`src/rtl/md_sched.sv`:
```
// Multi-cycle multiply/divide scheduler that owns HI/LO beside the E-stage ALU.
// Divider support is compiled in only when MD_SCHED_DIV_EN is defined.
module md_sched #(
    parameter int MULT_CYCLES = 5,
    parameter int DIV_CYCLES  = 10
) (
    input  logic        clk,
    input  logic        reset_n,
    input  logic        start,
    input  logic [2:0]  op,
    input  logic [31:0] A,
    input  logic [31:0] B,
    output logic        busy,
    output logic        done,
    output logic [31:0] hi,
    output logic [31:0] lo,
    output logic        dbg_state
);
    localparam int CNT_MAX = (MULT_CYCLES > DIV_CYCLES) ? MULT_CYCLES : DIV_CYCLES;
    localparam int CW      = $clog2(CNT_MAX + 1);
    localparam logic [CW-1:0] MULT_LAT = CW'(MULT_CYCLES);

    localparam logic [2:0] OP_MULT  = 3'd0;
    localparam logic [2:0] OP_MULTU = 3'd1;
    localparam logic [2:0] OP_MTHI  = 3'd4;
    localparam logic [2:0] OP_MTLO  = 3'd5;

    typedef enum logic {ST_IDLE, ST_RUN} state_t;

    state_t        r_state;
    logic [CW-1:0] r_cnt;
    logic [31:0]   r_hi, r_lo, r_phi, r_plo;
    logic          r_busy, r_done;

    logic [63:0]   w_ma, w_mb, w_prod;
    logic          w_is_md;
    logic [CW-1:0] w_lat;
    logic [31:0]   w_nhi, w_nlo;

    // One 64-bit multiplier serves both flavours: the low 64 bits of a
    // product are identical for signed and unsigned once operands are extended.
    assign w_ma   = {{32{(op == OP_MULT) & A[31]}}, A};
    assign w_mb   = {{32{(op == OP_MULT) & B[31]}}, B};
    assign w_prod = w_ma * w_mb;

`ifdef MD_SCHED_DIV_EN
    localparam logic [CW-1:0] DIV_LAT = CW'(DIV_CYCLES);
    localparam logic [2:0]    OP_DIV  = 3'd2;

    logic        w_sdiv, w_bz;
    logic [31:0] w_da, w_db, w_uq, w_ur, w_q, w_r;

    // Signed divide runs on magnitudes; 0x80000000 / -1 falls out as
    // quotient 0x80000000, remainder 0 with no special case.
    assign w_sdiv = (op == OP_DIV);
    assign w_bz   = (B == 32'd0);
    assign w_da   = (w_sdiv && A[31]) ? (~A + 32'd1) : A;
    assign w_db   = (w_sdiv && B[31]) ? (~B + 32'd1) : B;
    assign w_uq   = w_bz ? 32'd0 : (w_da / w_db);
    assign w_ur   = w_bz ? 32'd0 : (w_da % w_db);
    assign w_q    = (w_sdiv && (A[31] ^ B[31])) ? (~w_uq + 32'd1) : w_uq;
    assign w_r    = (w_sdiv && A[31]) ? (~w_ur + 32'd1) : w_ur;
    assign w_is_md = (op[2:1] == 2'b00) || (op[2:1] == 2'b01);
`else
    assign w_is_md = (op == OP_MULT) || (op == OP_MULTU);
`endif

    always_comb begin
        w_lat = MULT_LAT;
        w_nhi = w_prod[63:32];
        w_nlo = w_prod[31:0];
`ifdef MD_SCHED_DIV_EN
        if (op[2:1] == 2'b01) begin
            w_lat = DIV_LAT;
            // Divide by zero commits the current HI/LO, i.e. leaves them alone.
            w_nhi = w_bz ? r_hi : w_r;
            w_nlo = w_bz ? r_lo : w_q;
        end
`endif
    end

    always_ff @(posedge clk) begin
        if (!reset_n) begin
            r_state <= ST_IDLE;
            r_cnt   <= '0;
            r_hi    <= 32'd0;
            r_lo    <= 32'd0;
            r_phi   <= 32'd0;
            r_plo   <= 32'd0;
            r_busy  <= 1'b0;
            r_done  <= 1'b0;
        end else begin
            r_done <= 1'b0;
            case (r_state)
                ST_IDLE: begin
                    if (start) begin
                        if (w_is_md) begin
                            r_phi   <= w_nhi;
                            r_plo   <= w_nlo;
                            r_cnt   <= w_lat;
                            r_busy  <= 1'b1;
                            r_state <= ST_RUN;
                        end else if (op == OP_MTHI) begin
                            r_hi <= A;
                        end else if (op == OP_MTLO) begin
                            r_lo <= A;
                        end
                    end
                end
                ST_RUN: begin
                    r_cnt <= r_cnt - 1'b1;
                    if (r_cnt == CW'(1)) begin
                        r_hi    <= r_phi;
                        r_lo    <= r_plo;
                        r_busy  <= 1'b0;
                        r_done  <= 1'b1;
                        r_state <= ST_IDLE;
                    end
                end
                default: r_state <= ST_IDLE;
            endcase
        end
    end

    assign busy      = r_busy;
    assign done      = r_done;
    assign hi        = r_hi;
    assign lo        = r_lo;
    assign dbg_state = (r_state == ST_RUN);
endmodule

```
`config.mk`:
```
export PLATFORM = sky130hd
export DESIGN_NAME = md_sched
export DESIGN_NICKNAME = d
export VERILOG_FILES = /design/src/rtl/md_sched.sv
export SDC_FILE = /design/constraint.sdc
export NUM_CORES = 2
export LEC_CHECK = 0
export CAP_MARGIN = 20
export CORE_ASPECT_RATIO = 1.75
export CORE_MARGIN = 2
export CORE_UTILIZATION = 50
export DETAILED_ROUTE_END_ITERATION = 8
export MAX_ROUTING_LAYER = met4
export PLACE_DENSITY = 0.7
export SLEW_MARGIN = 15
export SYNTH_ARGS = -nofsm -noshare
export SYNTH_HDL_FRONTEND = slang
export SYNTH_SLANG_ARGS = --single-unit
export TNS_END_PERCENT = 100
```
`constraint.sdc`:
```
create_clock -name clk -period 9.6 [get_ports clk]
set_input_delay 1.92 -clock clk [delete_from_list [all_inputs] [get_ports clk]]
set_output_delay 1.92 -clock clk [all_outputs]
set_load 0.05 [all_outputs]
```
### After elaboration in Yosys (flattened, before gate mapping)

Cells that the tools add are included.

| operators by class | value |
|---|---|
| add/sub/neg operators | 1 |
| $mul | 1 |
| divide/modulo/power cells | 0 |
| $lt $le $gt $ge | 0 |
| equal/unequal tests | 11 |
| shift operators | 0 |
| multiplexer cells | 23 |
| bitwise logic cells | 3 |
| reduce and logical (&&, ||, !) cells | 8 |

Operators with widths:

| kind | count |
|---|---|
| 2-to-1 mux 32 bit | 9 |
| case mux 32 bit (2 select lines) | 2 |
| multiplier 33 x 33 -> 64 bit | 1 |
| inequality test 2 bit, second input constant | 6 |
| 2-to-1 mux 4 bit | 2 |
| case mux 4 bit (2 select lines) | 1 |
| 2-to-1 mux 1 bit | 7 |
| equality test 3 bit, second input constant | 2 |
| AND reduction 3 bit | 2 |
| AND reduction 5 bit | 1 |
| equality test 4 x 1 -> 1 bit, second input constant | 1 |
| case mux 1 bit (2 select lines) | 2 |
| AND reduction 2 bit | 2 |
| AND reduction 4 bit | 1 |
| subtractor 4 x 1 -> 4 bit, second input constant | 1 |
| equality test 3 x 1 -> 1 bit, second input constant | 1 |
| logical NOT 3 bit | 1 |
| AND 1 bit | 2 |
| inequality test 2 x 1 -> 1 bit, second input constant | 1 |
| logical OR 1 bit | 1 |
| NOT 1 bit | 1 |

| storage, ports and cells | value |
|---|---|
| register bits after elaboration | 135 |
| bits in latches | 0 |
| RAM bits | 0 |
| ROM bits | 0 |
| input bits | 70 |
| output and inout port bits | 67 |
| word-level logic and storage cells | 55 |
| memories kept | 0 |

### Longest topological paths before layout

| logic depth | value |
|---|---|
| depth in word-level cells | 6 |
| depth in mapped cells | 31 |
| mapped depth without buffers | 28 |

### Worst setup path before layout

No wires, ideal clock.

| path | value |
|---|---|
| path kind | in2reg |
| start point | input op[0] |
| end point | register r_phi[24] |
| data arrival time | 9919 ps |
| required time | 9483 ps |
| slack | -437 ps |
| stages on the path | 28 |
| buffers on the path | 3 |
| path through | nor3_1 > clkbuf_1 > and2_1 > clkbuf_1 > nand2_1 > inv_1 > fa_1 > fa_1 > fa_1 > inv_1 > fa_1 > inv_1 > fa_1 > fa_1 > inv_1 > fa_1 > fa_1 > inv_1 > ha_1 > clkbuf_1 > a21o_1 > a21oi_1 > o21ai_1 > a21o_1 > a31oi_1 > a31oi_1 > or3_1 > a32o_1 |

| between the ends | value |
|---|---|
| word-level cells in the longest chain between the ends | 3 |

RTL lines:

| item | line | source |
|---|---|---|
| start: declaration | 10 | `input logic [2:0] op,` |
| logical NOT 3 bit / equality test 3 x 1 -> 1 bit (equally long branches) | 42, 43, 65 |  |
| AND 1 bit (tied with other cells) | 42 | `assign w_ma = {{32{(op == OP_MULT) & A[31]}}, A};` |
| multiplier 33 x 33 -> 64 bit / AND reduction 3 bit (equally long branches) | - |  |
| end signal: assignment | 98 | `r_phi <= w_nhi;` |
| end: declaration | 32 | `logic [31:0] r_hi, r_lo, r_phi, r_plo;` |

Several ways; a longest one is shown, not always the timed one.
A chain may end at the register's enable or synchronous reset.

### Final worst setup path

| path | value |
|---|---|
| start point | input op[2] |
| end point | register r_phi[29] |

Same word-level chain as after synthesis.

==> flow_summary.json <==
{
  "fillers": 7392,
  "busiest_layer": "met2",
  "max_cap_viol_count": 0,
  "port_buffers": 136,
  "finalMaxSlewViolations": 0,
  "async_flop_share_pct": 0,
  "wl_mm": 136,
  "critPathMaxFanout": 5,
  "regToRegSetupSlack_ps": 7030,
  "dieArea_um2": 88600,
  "dp.cells": 6268,
  "synthTopCellsByCount": "inv_1, fa_1, nand2_1",
  "r2r-start": "dbg_state$_SDFF_PN0_",
  "core_um2": 85500,
  "syn_avg_cell_area_um2": 8.91,
  "netlist_instances": 4838,
  "clock-sinks": 135,
  "final_cells": 6309,
  "drtPass1Iterations": 7,
  "grt_use_total_pct": 33.1,
  "die_w_um": 226,
  "synth_ff_type": "dfxtp_1",
  "routabilityCongestion": 0.980,
  "syn_nets": 6247,
  "antenna_found_initial": 9,
  "dp_hpwl_mm": 114,
  "final_nets": 6545,
  "cp-end-kind": "flip-flop",
  "antenna_left": 0,
  "gr-total-overflow": 0,
  "vias": 34400,
  "cp.required_ps": 9920,
  "use_met2_pct": 58.4,
  "ys_ff_latch": 135,
  "yosys.area.top_type_share_pct": 52.3,
  "cts_max_level": 4,
  "holdPathEnd": "r_plo[28]$_SDFFE_PN0P_",
  "grt_pass1_vias": 38600,
  "cts_buffers": 17,
  "clk_pin_slew_worst_paths_ps": 60,
  "tritoncts": "built",
  "clock.fmax_mhz": 106,
  "grt_pass1_wl_mm": 213,
  "area_delta_synth_final_pct": 15.3,
  "synth_area_leader_cell": "fa_1",
  "initial_core_util_pct": 50.4,
  "relSlewSlack_pct": 38.9,
  "start_kind": "primary input",
  "synth_cell_types": 69,
  "crit_type": "in -> reg",
  "status": "complete, no violations",
  "gr-usage-met1_pct": 32.6,
  "post_drt_wl_per_cell_um": 21.5,
  "reg2reg_depth": 6,
  "utilization_pct": 58.1,
  "via_per_inst": 5.45,
  "post-route-drc-count": 0,
  "period_share_pct": 98.0,
  "fp-row-count": 142,
  "synth_edf_count": 0,
  "rsz0062_at_grt": "no",
  "clkLatencyLatePin_ps": 430,
  "final-hold-violation-count": 0,
  "path_common_cell": "fa_1",
  "root_buffer": "clkbuf_16",
  "final.setup.tns_ps": 0,
  "hp-start": "r_plo[28]$_SDFFE_PN0P_",
  "whs_ps": 453,
  "drtIter0Drc": 2203,
  "r2r_end": "r_phi[28]$_SDFFE_PN0P_",
  "hold_depth": 2,
  "clock_path_buffers": 2,
  "syn_area_um2": 43100,
  "slowest_stage": "fa_1",
  "drive_gt1_share_pct": 10.0,
  "min_period_ps": 9400,
  "final-setup-viol-count": 0,
  "synth.most_common_cell": "inv_1",
  "ios": 137,
  "synth.area.top_cells": "fa_1, inv_1, nand2_1",
  "grt_max_degree": 86,
  "grt_use_met3_pct": 4.44,
  "min_path_type": "reg -> reg",
  "cp.arrival_ps": 9720,
  "yosys_warnings": 0,
  "ys_seq_area_share_pct": 6.27,
  "die_y_um": 392,
  "tightest_slew_ps": 917,
  "clock_skew_ps": 11.8,
  "cpPeakStageDelay_ps": 630
}
-- layout by cell type (no fill, tap or decap), types with 131 or more instances in the layout --
cell type           n
a21oi_1           166
clkdlybuf4s50_1   131
fa_1             1119
ha_1              213
nor2_1            133
buf_4             348
inv_1            1124
and2_1            290
nand2_1           894
dfxtp_1           134
-- kinds of logic after synthesis --
logic type / synth area share [%]
muxes: 0.0929
DFF: 6.27
buffers and inverters: 12.3
xor gates and xnor gates: 1.40
and+or+nand+nor: 15.2
AOI/OAI and AO/OA: 6.20
adders and majority gates: 58.5
-- layout make-up --
type | count | area [µm²] | area share (%)
multi-input combinational | 3292 | 35200 | 70.9
clock buffer | 18 | 439 | 0.884
inverter | 1130 | 4240 | 8.54
timing repair buffer | 560 | 5470 | 11.0
clock inverter | 14 | 126 | 0.254
antenna | 8 | 20.0 | 0.0403
tap | 1152 | 1440 | 2.90
sequential | 135 | 2710 | 5.45
-- layer usage --
layer	routed length, µm	vias to the layer above
met4	13700	0
met1	43900	17600
met3	7680	676
met2	70600	1416
li1	-	14700
met5	0	-
-- worst max-delay path by stage --
stage | from | to | cells past startpoint
2_1_floorplan | op[0] | r_phi[24]$_SDFFE_PN0P_ | 28
3_3_place_gp | op[0] | r_phi[29]$_SDFFE_PN0P_ | 32
3_5_place_dp | op[0] | r_phi[29]$_SDFFE_PN0P_ | 31
4_1_cts | op[1] | r_phi[31]$_SDFFE_PN0P_ | 29
5_1_grt | op[2] | r_phi[27]$_SDFFE_PN0P_ | 32
6_report | op[2] | r_phi[29]$_SDFFE_PN0P_ | 30
-- critical path: cells and delay by family --
family          cells  cell delay, ps
fa+ha+maj           9            4270
buf+inv            10            1330
compound gates      6            1120
simple gates        5            1090
-- flip-flops by register name (all words and copies together), names as in the netlist --
register,cells
busy,1
lo,32
r_cnt,4
hi,32
dbg_state,1
r_phi,32
done,1
r_plo,32
-- stage by stage --
stage               instance area (µm²)  setup WS [ps]
global placement                  48900           -841
global route                      49700           4.02
detailed placement                48900           -891
CTS                               49600           12.2
finish                            49700            195
floorplan                         43100           27.2
-- timing repair --
item                                    CTS  global route
pin swaps                                 6             9
endpoints found under the setup margin   23            22
hold buffers                              0             0
resized for setup                        26            18
buffers inserted                          1             0
Power is left out: the tool's default activity adds up to more than one toggle a clock period on the data nets, which glitch-free logic cannot reach.
